==> config.mk <==
export PLATFORM = sky130hd
export DESIGN_NAME = repl_packer
export DESIGN_NICKNAME = d
export VERILOG_FILES = /design/src/rtl/repl_packer_pkg.sv /design/src/rtl/repl_packer_oreg.sv /design/src/rtl/repl_packer.sv
export SDC_FILE = /design/constraint.sdc
export NUM_CORES = 1
export LEC_CHECK = 0
export ABC_AREA = 1
export CAP_MARGIN = 15
export CELL_PAD_IN_SITES_DETAIL_PLACEMENT = 2
export CELL_PAD_IN_SITES_GLOBAL_PLACEMENT = 2
export CORE_MARGIN = 8
export CORE_UTILIZATION = 33
export DETAILED_ROUTE_END_ITERATION = 10
export PLACE_DENSITY_LB_ADDON = 0.1
export SETUP_SLACK_MARGIN = 0.4
export SKIP_CTS_REPAIR_TIMING = 1
export SYNTH_ARGS = -nofsm -noshare
export SYNTH_HDL_FRONTEND = slang
export SYNTH_SLANG_ARGS = --single-unit
==> constraint.sdc <==
create_clock -name i_clk -period 5.6 [get_ports i_clk]
set_clock_uncertainty 0.05 [all_clocks]
set_input_delay 0.84 -clock i_clk [delete_from_list [all_inputs] [get_ports i_clk]]
set_output_delay 0.84 -clock i_clk [all_outputs]
set_load 0.01 [all_outputs]
==> src/rtl/repl_packer_pkg.sv <==
// Shared types and width helpers for the bit-replicating packer.
package repl_packer_pkg;

    typedef enum logic {
        IDLE   = 1'b0,
        EXPAND = 1'b1
    } state_t;

    localparam int DEF_IN_WIDTH   = 32;
    localparam int DEF_OUT_WIDTH  = 64;
    localparam int DEF_NUM_FIELDS = 4;
    localparam int DEF_MAX_REP    = 16;

    function automatic int rep_w(input int max_rep);
        return $clog2(max_rep + 1);
    endfunction

    function automatic int fill_w(input int out_width);
        return $clog2(out_width + 1);
    endfunction

    function automatic int idx_w(input int in_width);
        return (in_width > 1) ? $clog2(in_width) : 1;
    endfunction

endpackage

==> src/rtl/repl_packer_oreg.sv <==
// Single-entry output holding register with valid/ready handshake.
module repl_packer_oreg
    import repl_packer_pkg::*;
#(
    parameter int OUT_WIDTH = DEF_OUT_WIDTH,
    localparam int FW = fill_w(OUT_WIDTH)
) (
    input  logic                 i_clk,
    input  logic                 i_rst_n,
    input  logic                 i_load,
    input  logic [OUT_WIDTH-1:0] i_data,
    input  logic [FW-1:0]        i_fill,
    input  logic                 i_ready,
    output logic                 o_valid,
    output logic [OUT_WIDTH-1:0] o_data,
    output logic [FW-1:0]        o_fill,
    output logic                 o_free
);

    // Free when empty or being drained this cycle, so loads never bubble.
    assign o_free = !o_valid || i_ready;

    always_ff @(posedge i_clk) begin
        if (!i_rst_n) begin
            o_valid <= 1'b0;
            o_data  <= '0;
            o_fill  <= '0;
        end else if (i_load && o_free) begin
            o_valid <= 1'b1;
            o_data  <= i_data;
            o_fill  <= i_fill;
        end else if (i_ready) begin
            o_valid <= 1'b0;
        end
    end

endmodule

==> src/rtl/repl_packer.sv <==
// Replicates selected source bits into fields and packs them into
// fixed-width output words, with flush of partial words.
module repl_packer
    import repl_packer_pkg::*;
#(
    parameter int IN_WIDTH   = DEF_IN_WIDTH,
    parameter int OUT_WIDTH  = DEF_OUT_WIDTH,
    parameter int NUM_FIELDS = DEF_NUM_FIELDS,
    parameter int MAX_REP    = DEF_MAX_REP,
    localparam int IW    = idx_w(IN_WIDTH),
    localparam int REP_W = rep_w(MAX_REP),
    localparam int FW    = fill_w(OUT_WIDTH)
) (
    input  logic                        i_clk,
    input  logic                        i_rst_n,
    input  logic                        i_valid,
    output logic                        o_ready,
    input  logic [IN_WIDTH-1:0]         i_data,
    input  logic [NUM_FIELDS*IW-1:0]    i_cfg_idx,
    input  logic [NUM_FIELDS*REP_W-1:0] i_cfg_rep,
    input  logic                        i_flush,
    output logic                        o_valid,
    input  logic                        i_ready,
    output logic [OUT_WIDTH-1:0]        o_data,
    output logic [FW-1:0]               o_fill,
    output logic                        o_busy
);

    localparam int KW = (NUM_FIELDS > 1) ? $clog2(NUM_FIELDS) : 1;
    localparam logic [FW:0] OUT_FULL = (FW+1)'(OUT_WIDTH);
    localparam logic [KW-1:0] K_LAST = KW'(NUM_FIELDS - 1);

    state_t                      state;
    logic [KW-1:0]               k;
    logic [IN_WIDTH-1:0]         data_q;
    logic [NUM_FIELDS*IW-1:0]    idx_q;
    logic [NUM_FIELDS*REP_W-1:0] rep_q;
    logic [OUT_WIDTH-1:0]        acc;
    logic [FW-1:0]               fill;
    logic                        pend;

    logic [IW-1:0]          cur_idx;
    logic [REP_W-1:0]       cur_rep;
    logic                   cur_bit;
    logic [OUT_WIDTH-1:0]   field;
    logic [2*OUT_WIDTH-1:0] ext;
    logic [FW:0]            sum;

    logic                 complete;
    logic                 oreg_free;
    logic                 flush_req;
    logic                 can_flush;
    logic                 accept;
    logic                 stall;
    logic                 app;
    logic                 ld;
    logic [OUT_WIDTH-1:0] ld_data;
    logic [FW-1:0]        ld_fill;

    // Accumulator bits above fill are kept zero, so appends are a plain OR.
    always_comb begin
        cur_idx = idx_q[int'(k)*IW +: IW];
        cur_rep = rep_q[int'(k)*REP_W +: REP_W];
        cur_bit = data_q[cur_idx];
        field   = '0;
        for (int i = 0; i < OUT_WIDTH; i++) begin
            field[i] = cur_bit && (i < int'(cur_rep));
        end
        ext = {{OUT_WIDTH{1'b0}}, acc}
            | ({{OUT_WIDTH{1'b0}}, field} << fill);
        sum = (FW+1)'(fill) + (FW+1)'(cur_rep);
    end

    assign complete  = (sum >= OUT_FULL);
    assign flush_req = i_flush || pend;
    assign can_flush = (state == IDLE) && flush_req
                    && (fill != '0) && oreg_free;
    // A live flush with data outranks a new source word.
    assign o_ready   = (state == IDLE) && !(flush_req && (fill != '0));
    assign accept    = i_valid && o_ready;
    assign stall     = (state == EXPAND) && complete && !oreg_free;
    assign app       = (state == EXPAND) && !stall;
    assign ld        = can_flush || (app && complete);
    assign ld_data   = can_flush ? acc : ext[OUT_WIDTH-1:0];
    assign ld_fill   = can_flush ? fill : FW'(OUT_WIDTH);
    assign o_busy    = (state != IDLE) || (fill != '0);

    always_ff @(posedge i_clk) begin
        if (!i_rst_n) begin
            state  <= IDLE;
            k      <= '0;
            data_q <= '0;
            idx_q  <= '0;
            rep_q  <= '0;
            acc    <= '0;
            fill   <= '0;
            pend   <= 1'b0;
        end else begin
            unique case (state)
                IDLE: begin
                    if (flush_req) begin
                        pend <= (fill != '0) && !oreg_free;
                    end
                    if (can_flush) begin
                        acc  <= '0;
                        fill <= '0;
                    end
                    if (accept) begin
                        state  <= EXPAND;
                        k      <= '0;
                        data_q <= i_data;
                        idx_q  <= i_cfg_idx;
                        rep_q  <= i_cfg_rep;
                    end
                end
                EXPAND: begin
                    if (i_flush) begin
                        pend <= 1'b1;
                    end
                    if (app) begin
                        if (complete) begin
                            acc  <= ext[2*OUT_WIDTH-1:OUT_WIDTH];
                            fill <= FW'(sum - OUT_FULL);
                        end else begin
                            acc  <= ext[OUT_WIDTH-1:0];
                            fill <= sum[FW-1:0];
                        end
                        if (k == K_LAST) begin
                            state <= IDLE;
                        end else begin
                            k <= k + 1'b1;
                        end
                    end
                end
                default: state <= IDLE;
            endcase
        end
    end

    repl_packer_oreg #(
        .OUT_WIDTH(OUT_WIDTH)
    ) u_oreg (
        .i_clk   (i_clk),
        .i_rst_n (i_rst_n),
        .i_load  (ld),
        .i_data  (ld_data),
        .i_fill  (ld_fill),
        .i_ready (i_ready),
        .o_valid (o_valid),
        .o_data  (o_data),
        .o_fill  (o_fill),
        .o_free  (oreg_free)
    );

endmodule

# After elaboration in Yosys (flattened, before gate mapping)
# Index checks and enable logic that the tools add are counted.
# Widths: inputs -> output; s select.
dict set report totals {
  ff_bits 219
  in_bits 77
}
dict set report classes {
  add_sub_neg 3
  multipliers 1
  order_cmp 33
  eq_ne 7
  shifts 3
  n_mux 25
  n_bitwise 2
  reduce_logical 57
}
# op n
set op_table {}
lappend op_table {{$mux 64} 4}
lappend op_table {{$or 64x128->128} 1}
lappend op_table {{$pmux 64 s2} 1}
lappend op_table {{$shl 31x7->128} 1}
lappend op_table {{$lt 5x5->1 const A} 15}
lappend op_table {{$logic_and 1x1->1} 43}
lappend op_table {{$lt 4x5->1 const A} 8}
lappend op_table {{$shiftx 20x32->5} 1}
lappend op_table {{$mux 7} 4}
lappend op_table {{$lt 3x5->1 const A} 4}
lappend op_table {{$shiftx 20x6->5} 1}
lappend op_table {{$pmux 7 s2} 1}
lappend op_table {{$lt 1x5->1 const A} 2}
lappend op_table {{$lt 2x5->1 const A} 2}
lappend op_table {{$ne 2x2->1 const B} 5}
lappend op_table {{$add 7x5->8} 1}
lappend op_table {{$ge 8x7->1 const B} 1}
lappend op_table {{$mux 1} 8}
lappend op_table {{$reduce_bool 7->1} 1}
lappend op_table {{$sub 7x7->7 const B} 1}
lappend op_table {{$lt 5x6->1 const B} 1}
lappend op_table {{$mux 2} 3}
lappend op_table {{$reduce_and 2->1} 3}
lappend op_table {{$bmux 1 s5} 1}
lappend op_table {{other kinds (11)} 18}

# Logic depth before layout (Yosys ltp)
# Gate-level depths: netlist of run 1.
dict set report logic_depth {
  depth_word 12
  ltp_mapped 26
  depth_no_buf 24
}

# Hierarchy
# From an unflattened synthesis of run 1, not the netlist that was laid out.
dict set report hier_totals {
  cells_unflattened 2427
  hier_area_um2 14601.5
}
# module n_inst cells_each area_each_um2 seq_area_each_um2
set modules_own_cells {}
lappend modules_own_cells {repl_packer 1 1957 11395.9 2942.8}
lappend modules_own_cells {repl_packer_oreg 1 470 3205.6 1441.4}

# Worst setup path before layout of run 1
# Ideal clock, no wire load.
dict set report synth_timing {
  path_type {register to register}
  startpoint {reg k[0]}
  endpoint {reg u_oreg.o_fill[4]}
  arrival_ns 3.535
  required_time_ns 5.480
  setup_slack_ns 1.944
  stages_incl_launch_ff 26
  n_path_buf 5
  period_less_slack_ns 3.656
  path_cell_list {dfxtp_1 buf_2 buf_6 nand2_1 nand3_1 nand2_1 buf_6 inv_1 ha_1 inv_1 fa_1 nor2_1 a211oi_1 nor2_1 o21ai_1 inv_1 nor2_1 a21oi_1 nand3_1 nand2_1 o21ai_1 inv_1 buf_2 buf_2 nand2_1 a21oi_1}
}
dict set report synth_between {
  elab_chain_cells 11
}
# item line_no
set synth_lines {}
lappend synth_lines {{start, declared} repl_packer.sv:34} ;# logic [KW-1:0] k;
lappend synth_lines {{start signal, assigned} repl_packer.sv:131} ;# k <= k + 1'b1;
lappend synth_lines {{$mul 2x3->5 *} repl_packer.sv:63} ;# cur_rep = rep_q[int'(k)*REP_W +: REP_W];
lappend synth_lines {{$shiftx 20x6->5 *} repl_packer.sv:63}
lappend synth_lines {{$add 7x5->8 *} repl_packer.sv:71} ;# sum = (FW+1)'(fill) + (FW+1)'(cur_rep);
lappend synth_lines {{$ge 8x7->1 *} repl_packer.sv:74} ;# assign complete = (sum >= OUT_FULL);
lappend synth_lines {{$logic_and 1x1->1 (2 in series)} repl_packer.sv:81} ;# assign stall = (state == EXPAND) && complete && !oreg_free;
lappend synth_lines {{$logic_not 1->1} repl_packer.sv:82} ;# assign app = (state == EXPAND) && !stall;
lappend synth_lines {{$logic_and 1x1->1} repl_packer.sv:82}
lappend synth_lines {{$logic_and 1x1->1 *} repl_packer.sv:83} ;# assign ld = can_flush || (app && complete);
lappend synth_lines {{$logic_or 1x1->1 *} repl_packer.sv:83}
lappend synth_lines {{$logic_and 1x1->1 *} repl_packer_oreg.sv:28} ;# end else if (i_load && o_free) begin
lappend synth_lines {{end signal, assigned} repl_packer_oreg.sv:31} ;# o_fill <= i_fill;
lappend synth_lines {{end, declared} repl_packer_oreg.sv:16} ;# output logic [FW-1:0] o_fill,
# Mark *: on every way between the ends. The rest lies on a longest branch, timed or not.
# A chain may end at the register's enable or synchronous reset.

# Worst setup path after layout of run 1
dict set report layout_timing {
  startpoint {reg k[1]}
  endpoint {reg u_oreg.o_data[37]}
}
dict set report layout_between {
  elab_chain_cells 11
  elab_cells_between_ends 79
}
# item line_no
set layout_lines {}
lappend layout_lines {{$mul 2x3->5 *} {repl_packer.sv:62, repl_packer.sv:63}}
lappend layout_lines {{$shiftx 20x6->5} repl_packer.sv:63}
lappend layout_lines {{$add 7x5->8} repl_packer.sv:71}
lappend layout_lines {{$ge 8x7->1} repl_packer.sv:74}
lappend layout_lines {{$logic_and 1x1->1 (2 in series)} repl_packer.sv:81}
lappend layout_lines {{$logic_not 1->1} repl_packer.sv:82}
lappend layout_lines {{$logic_and 1x1->1} repl_packer.sv:82}
lappend layout_lines {{$logic_and 1x1->1} repl_packer.sv:83}
lappend layout_lines {{$logic_or 1x1->1} repl_packer.sv:83}
lappend layout_lines {{$logic_and 1x1->1} repl_packer_oreg.sv:28}
lappend layout_lines {{end signal, assigned} repl_packer_oreg.sv:30} ;# o_data <= i_data;
lappend layout_lines {{end, declared} repl_packer_oreg.sv:15} ;# output logic [OUT_WIDTH-1:0] o_data,
# Mark *: on every way between the ends. The rest lies on a longest branch, timed or not. The select of a mux whose other input is x is not followed.

==> run metrics, run 1 <==
CTS tree yes; initial core utilization 33.12%; DIE HEIGHT roughly 220 µm; Metal-1 WL 27,740 µm; wire length on met2 26,300 µm; count leader, synth nand2_1; placed cells between 2,000 and 3,000; Rel. slew slack 29.85%; Worst path slowest cell dfxtp_1; vias in the first global route 15,930; Area growth, synth to finish 18.93%; core box area between 40,000 and 50,000 µm²; worst-path cell chain inv_4, nand3_1, nand2_1, inv_1, ha_1, inv_1, fa_1, nor2_1, a211oi_1, nor2_1, o21ai_1, inv_1, nor2_1, a21oi_4, nand3_1, nand2_1, buf_4, o21ai_4, inv_2, buf_6, nand2_1, a21oi_1; GR Overflow Total 0; setup TNS 0 ns; share of layout cells above drive strength 1 7.246%; Worst path depth 22; Die ar. 47,320 µm²; FF-to-FF Start k[1]; total power ~0.0055 W; Via density 5.469; Req. time, crit path just over 6 ns; Syn Nets around 2,200; final-report hold violation count 0; DR vias 14,990; total global-route track usage 23.92%; Max Slew Vio Count 0; Layout Cells excl Fill 2,740; drt pass-1 iters 5; CP Launch Point k[1]; Cell Pwr Density 342.6 nW/µm²; latest clock arrival within the worst-skew pair between 0.5 and 0.6 ns; Ys Warns 0; Placement Rows 74; gp weighted congestion roughly 0.86; Detail Route met3 WL 2214 µm; I/O pin total 151; cell count after synthesis 2,147; final core utilization between 30% and 40%; Clock Tree Buf Depth 3; Worst Hold Class reg -> reg; Avg Cell Area, Syn 6.242 µm²; Max H-tree Level 1; total of max-cap violations 0; Tightest Pin Transition 1.052 ns; Port Buffer Count 150; crit end category register; ys flop type dfxtp_1; Min-Delay Path Depth 2; FILL cells between 4,000 and 5,000; reg2reg path depth 22; nets around 2,300; outcome finished, final reports clean; Tmin final 4.764 ns; R2R Setup Slk 0.84 ns; RR Endpoint u_oreg.o_data[37]; Area contributors post-synth dfxtp_1 (33%), nand2_1 (16%), nand3_1 (12%); DRC violations left 0; Max Freq 0.2099 GHz; die width 217.5 µm; leakage 6.291 nW; WP buf/inv 7; Crit Path Max Fanout 38; Synth top area share 32.71%; Arrival @ worst endpoint between 5 and 6 ns; Clock Root Buffer clkbuf_16; Ant. Diodes 0; RSZ-0062 raised after global routing no; #FFs+latches synth ~220; WS Path Type reg -> reg; Post-synth ARST share 0%; slowest stage delay, CP 0.74 ns; Top Family by Delay on Critical Path buffers and inverters; CP Launch Type register; number of CTS-inserted buffers 26; first-pass GRT wire length between 90,000 and 100,000 µm; synth cell count leaders nand2_1 (585), nand3_1 (322), nor2_1 (244), dfxtp_1 (219), a21oi_1 (172); Post-synth EDFFs 0; initial antenna violation count 0; Synth Cell Area 13,400 µm²; hold_sp u_oreg.o_data[41]; ANT nets after route 0; First DRT Iteration DRCs 902; Yosys top cell by area dfxtp_1; Clock transition at path regs 0.06 ns; WL final 57,780 µm; hold path endpoint u_oreg.o_data[41]; hpwl dp ~41,000 µm; Max rail drop VDD 0.1962 mV; sequential share of the synthesized area 32.71%; # clock sinks 219; fin crit share a little under nine tenths; # setup viols final 0; WL per Instance approximately 21 µm; Synth cell types 54; largest net degree at the start of global routing between 100 and 150; Top Layer Used met4
## registers in the layout, summed over array words and instances (netlist names)
name / flops
rep_q: 20
k: 2
data_q: 32
acc: 64
state: 1
u_oreg.o_data: 64
fill: 7
idx_q: 20
u_oreg.o_fill: 7
u_oreg.o_valid: 1
pend: 1
## power breakdown
group	total, W	internal (W)	switching, W
sequential	0.00181	0.00171	0.000103
clock	0.00175	0.00103	0.000724
combinational	0.00190	0.000569	0.00133
total	0.00546	0.00331	0.00215
## layout by cell type (no fill, tap or decap), types with 6 or more instances in the layout
cell type,instances
dfxtp_1,216
o211ai_1,37
nand3_2,16
clkbuf_16,26
nand2_1,583
o21ai_1,21
clkdlybuf4s50_1,149
a21oi_1,171
nand3_1,322
nor2_2,6
a21oi_2,6
nand2_2,17
ha_1,6
nor2_1,243
inv_1,83
nand2_4,6
buf_4,23
o22ai_1,7
o21ai_0,147
o21ai_2,9
nand4_1,24
inv_2,11
clkbuf_1,7
clkbuf_8,6
## worst max path at each step
stage	end	slack (ns)
2_1_floorplan	u_oreg.o_fill[4]	1.94
6_report	u_oreg.o_data[37]	0.84
3_5_place_dp	acc[36]	0.55
3_3_place_gp	acc[32]	0.83
5_1_grt	u_oreg.o_data[53]	0.46
4_1_cts	u_oreg.o_data[37]	0.52
## through the flow
stage	setup WS [ns]	hold WS (ns)	area [µm²]
2_1_floorplan	1.944	0.3798	13400
3_3_place_gp	0.8302	0.4018	15020
3_5_place_dp	0.5462	0.4085	15020
4_1_cts	0.5182	0.4177	15890
5_1_grt	0.4554	0.4336	15940
6_report	0.8359	0.4156	15940
## cell families (layout without fill, tap and decap cells)
logic type                 Yosys count  in the layout  share of synthesized area [%]
AOI/OAI and AO/OA                  421            421                          17.57
adders and majority gates            7              7                         0.7095
and+or+nand+nor                   1233           1233                          40.03
xor gates and xnor gates             2              2                         0.1307
DFF                                219            219                          32.71
buffers and inverters              265            326                          8.841
## layer usage
metal | GRT usage (%) | vias to the layer above
met5 | 0 | -
met4 | 6.289 | 0
met3 | 2.968 | 74
met2 | 38.97 | 279
met1 | 33.00 | 7412
li1 | - | 7220
## worst register-to-register path, cell delays in order, from the launching register on
cell and delay [ns]:
dfxtp_1 0.74, inv_4 0.20, nand3_1 0.14, nand2_1 0.28, inv_1 0.18, ha_1 0.18
inv_1 0.06, fa_1 0.43, nor2_1 0.13, a211oi_1 0.07, nor2_1 0.17, o21ai_1 0.11
inv_1 0.09, nor2_1 0.06, a21oi_4 0.13, nand3_1 0.16, nand2_1 0.11, buf_4 0.26
o21ai_4 0.09, inv_2 0.30, buf_6 0.39, nand2_1 0.16, a21oi_1 0.18
## area by class of cell
type / instances / area, µm² / area share [%]
well taps: 532 / 665.6 / 4.176
flip-flops and latches: 219 / 4388 / 27.53
clock inverters: 6 / 108.9 / 0.6829
repair buffers: 178 / 1752 / 10.99
clock buffers: 39 / 759.5 / 4.765
inverters: 103 / 397.9 / 2.496
multi-input cells: 1663 / 7868 / 49.36
Power figures use the tool's default switching activity.
==> inputs of run 2 (changes only) <==
--- a/config.mk
+++ b/config.mk
@@ -9,9 +9,10 @@
 export CAP_MARGIN = 15
 export CELL_PAD_IN_SITES_DETAIL_PLACEMENT = 2
 export CELL_PAD_IN_SITES_GLOBAL_PLACEMENT = 2
-export CORE_MARGIN = 8
+export CORE_MARGIN = 2
 export CORE_UTILIZATION = 33
 export DETAILED_ROUTE_END_ITERATION = 10
+export GPL_ROUTABILITY_DRIVEN = 0
 export PLACE_DENSITY_LB_ADDON = 0.1
 export SETUP_SLACK_MARGIN = 0.4
 export SKIP_CTS_REPAIR_TIMING = 1
==> run metrics, run 2 (synthesized netlist as in run 1, its figures left out) <==
outcome finished, final reports clean; setup TNS 0 ns; hold_sp u_oreg.o_data[63]; reg2reg path depth 21; # setup viols final 0; Ant. Diodes 0; fin crit share 85.04%; # clock sinks 219; First DRT Iteration DRCs 939; biggest registers after layout acc (64), u_oreg.o_data (64), data_q (32); total of max-cap violations 0; Area growth, synth to finish 18.94%; final-report hold violation count 0; R2R Setup Slk approximately 0.84 ns; drt pass-1 iters 5; wire length on met2 25,870 µm; Detail Route met3 WL 2987 µm; placed cells approximately 2,700; hpwl dp 39,720 µm; die width 205.5 µm; GR Overflow Total 0; number of CTS-inserted buffers 27; Placement Rows 73; DR vias about 15,000; Arrival @ worst endpoint 5.19 ns; RSZ-0062 raised after global routing no; commonest cells after routing, fill and taps aside nand2_1 (584), nand3_1 (322), nor2_1 (243); CP Launch Type register; DIE HEIGHT 205.5 µm; Clock Root Buffer clkbuf_16; leakage 6.297 nW; WS Path Type reg -> reg; Clock transition at path regs 0.07 ns; Metal-1 WL 26,790 µm; largest net degree at the start of global routing 106; Via density roughly 5.5; commonest non-fill, non-tap cell in the layout nand2_1; WL per Instance 20.73 µm; Cell Pwr Density 346.3 nW/µm²; Top Layer Used met4; hold path endpoint u_oreg.o_data[63]; Worst Hold Class reg -> reg; Tmin final 4.762 ns; initial antenna violation count 1; Max rail drop VDD 0.1773 mV; Setup WS post-layout 0.8378 ns; FF-to-FF Start k[0]; crit end category register; pre-CTS worst setup slack 0.5963 ns; total power 0.005520 W; ANT nets after route 0; share of layout cells above drive strength 1 7.424%; first-pass GRT wire length around 89,000 µm; Port Buffer Count 150; WL final 56,680 µm; latest clock arrival within the worst-skew pair 0.59 ns; Clock Tree Buf Depth 3; Req. time, crit path ~6 ns; DRC violations left 0; I/O pin total 151; RR Endpoint acc[5]; Crit Path Max Fanout 58; Max H-tree Level 1; initial core utilization 33.58%; Tightest Pin Transition 1.243 ns; Layout Cells excl Fill 2,734; core box area 39,910 µm²; Max Slew Vio Count 0; FILL cells 4,861; Min-Delay Path Depth 2; Die ar. 42,240 µm²; Rel. slew slack between 10% and 20%; vias in the first global route 15,800; CTS tree yes; total global-route track usage between 20% and 30%; Max Freq 0.2100 GHz; nets 2,272
-- run 2: cell count changes in the layout (fill, tap and decap cells not counted), moves of 2 or more --
cell	delta
clkbuf_1	-4
clkbuf_8	-2
clkinvlp_4	+3
buf_4	-2
clkinv_2	+5
-- run 2: critical path: stages, from the launching register on --
cell	delay [ns]
dfxtp_1	0.32
inv_2	0.28
nand2_1	0.12
nand3_1	0.09
nand2_1	0.31
inv_1	0.27
ha_1	0.31
nand2_1	0.09
nor2_1	0.05
a211oi_1	0.39
nor2_1	0.13
o21ai_1	0.18
nor2_1	0.11
a21oi_4	0.16
nand3_1	0.17
nand2_1	0.15
buf_4	0.27
inv_2	0.09
nor2_4	0.39
buf_12	0.34
nand2_1	0.11
a21oi_1	0.20
-- run 2: report_power, final --
| part | total [W] | switching, W | leakage [nW] | internal, W |
|---|---|---|---|---|
| logic | 0.00187 | 0.00131 | 4.06 | 0.000558 |
| clock network | 0.00184 | 0.000761 | 0.454 | 0.00108 |
| registers | 0.00181 | 0.0000995 | 1.79 | 0.00171 |
-- run 2: routing by layer --
layer | GRT usage (%) | vias to the layer above
met3 | 4.957 | 55
met5 | 0 | -
li1 | - | 7214
met4 | 5.190 | 0
met1 | 36.63 | 7498
met2 | 43.86 | 275
-- run 2: through the flow --
stage / area, µm² / util, % / hold WS, ns
after detailed placement: 14990 / 37.55 / 0.4150
final: 15940 / 39.94 / 0.4214
after global placement: 14990 / 37.55 / 0.3997
after CTS: 15920 / 39.87 / 0.4276
after global routing: 15940 / 39.94 / 0.4416
after floorplan: 13400 / - / 0.3798
-- run 2: layout make-up --
class	instances	area, µm²	share of cell area [%]
multi-input cells	1663	7865	49.34
flip-flops and latches	219	4388	27.53
repair buffers	174	1705	10.70
clock buffers	34	742.0	4.655
well taps	525	656.9	4.121
inverters	103	397.9	2.496
clock inverters	16	185.2	1.162
-- run 2: worst max-delay path by stage --
stage,start,to,slack (ns),cells after the start
after floorplan,k[0],u_oreg.o_fill[4],1.94,25
after global placement,k[1],u_oreg.o_data[34],0.89,19
after detailed placement,k[1],u_oreg.o_data[38],0.60,19
after CTS,k[1],u_oreg.o_data[33],0.42,21
after global routing,k[0],acc[36],0.48,21
final,k[0],acc[5],0.84,21
==> inputs of run 3 (changes only) <==
--- a/config.mk
+++ b/config.mk
@@ -16,6 +16,7 @@
 export PLACE_DENSITY_LB_ADDON = 0.1
 export SETUP_SLACK_MARGIN = 0.4
 export SKIP_CTS_REPAIR_TIMING = 1
+export SLEW_MARGIN = 10
 export SYNTH_ARGS = -nofsm -noshare
 export SYNTH_HDL_FRONTEND = slang
 export SYNTH_SLANG_ARGS = --single-unit
==> results of run 3 <==
Same layout as run 2: the final DEF is identical, and so are final timing and power.
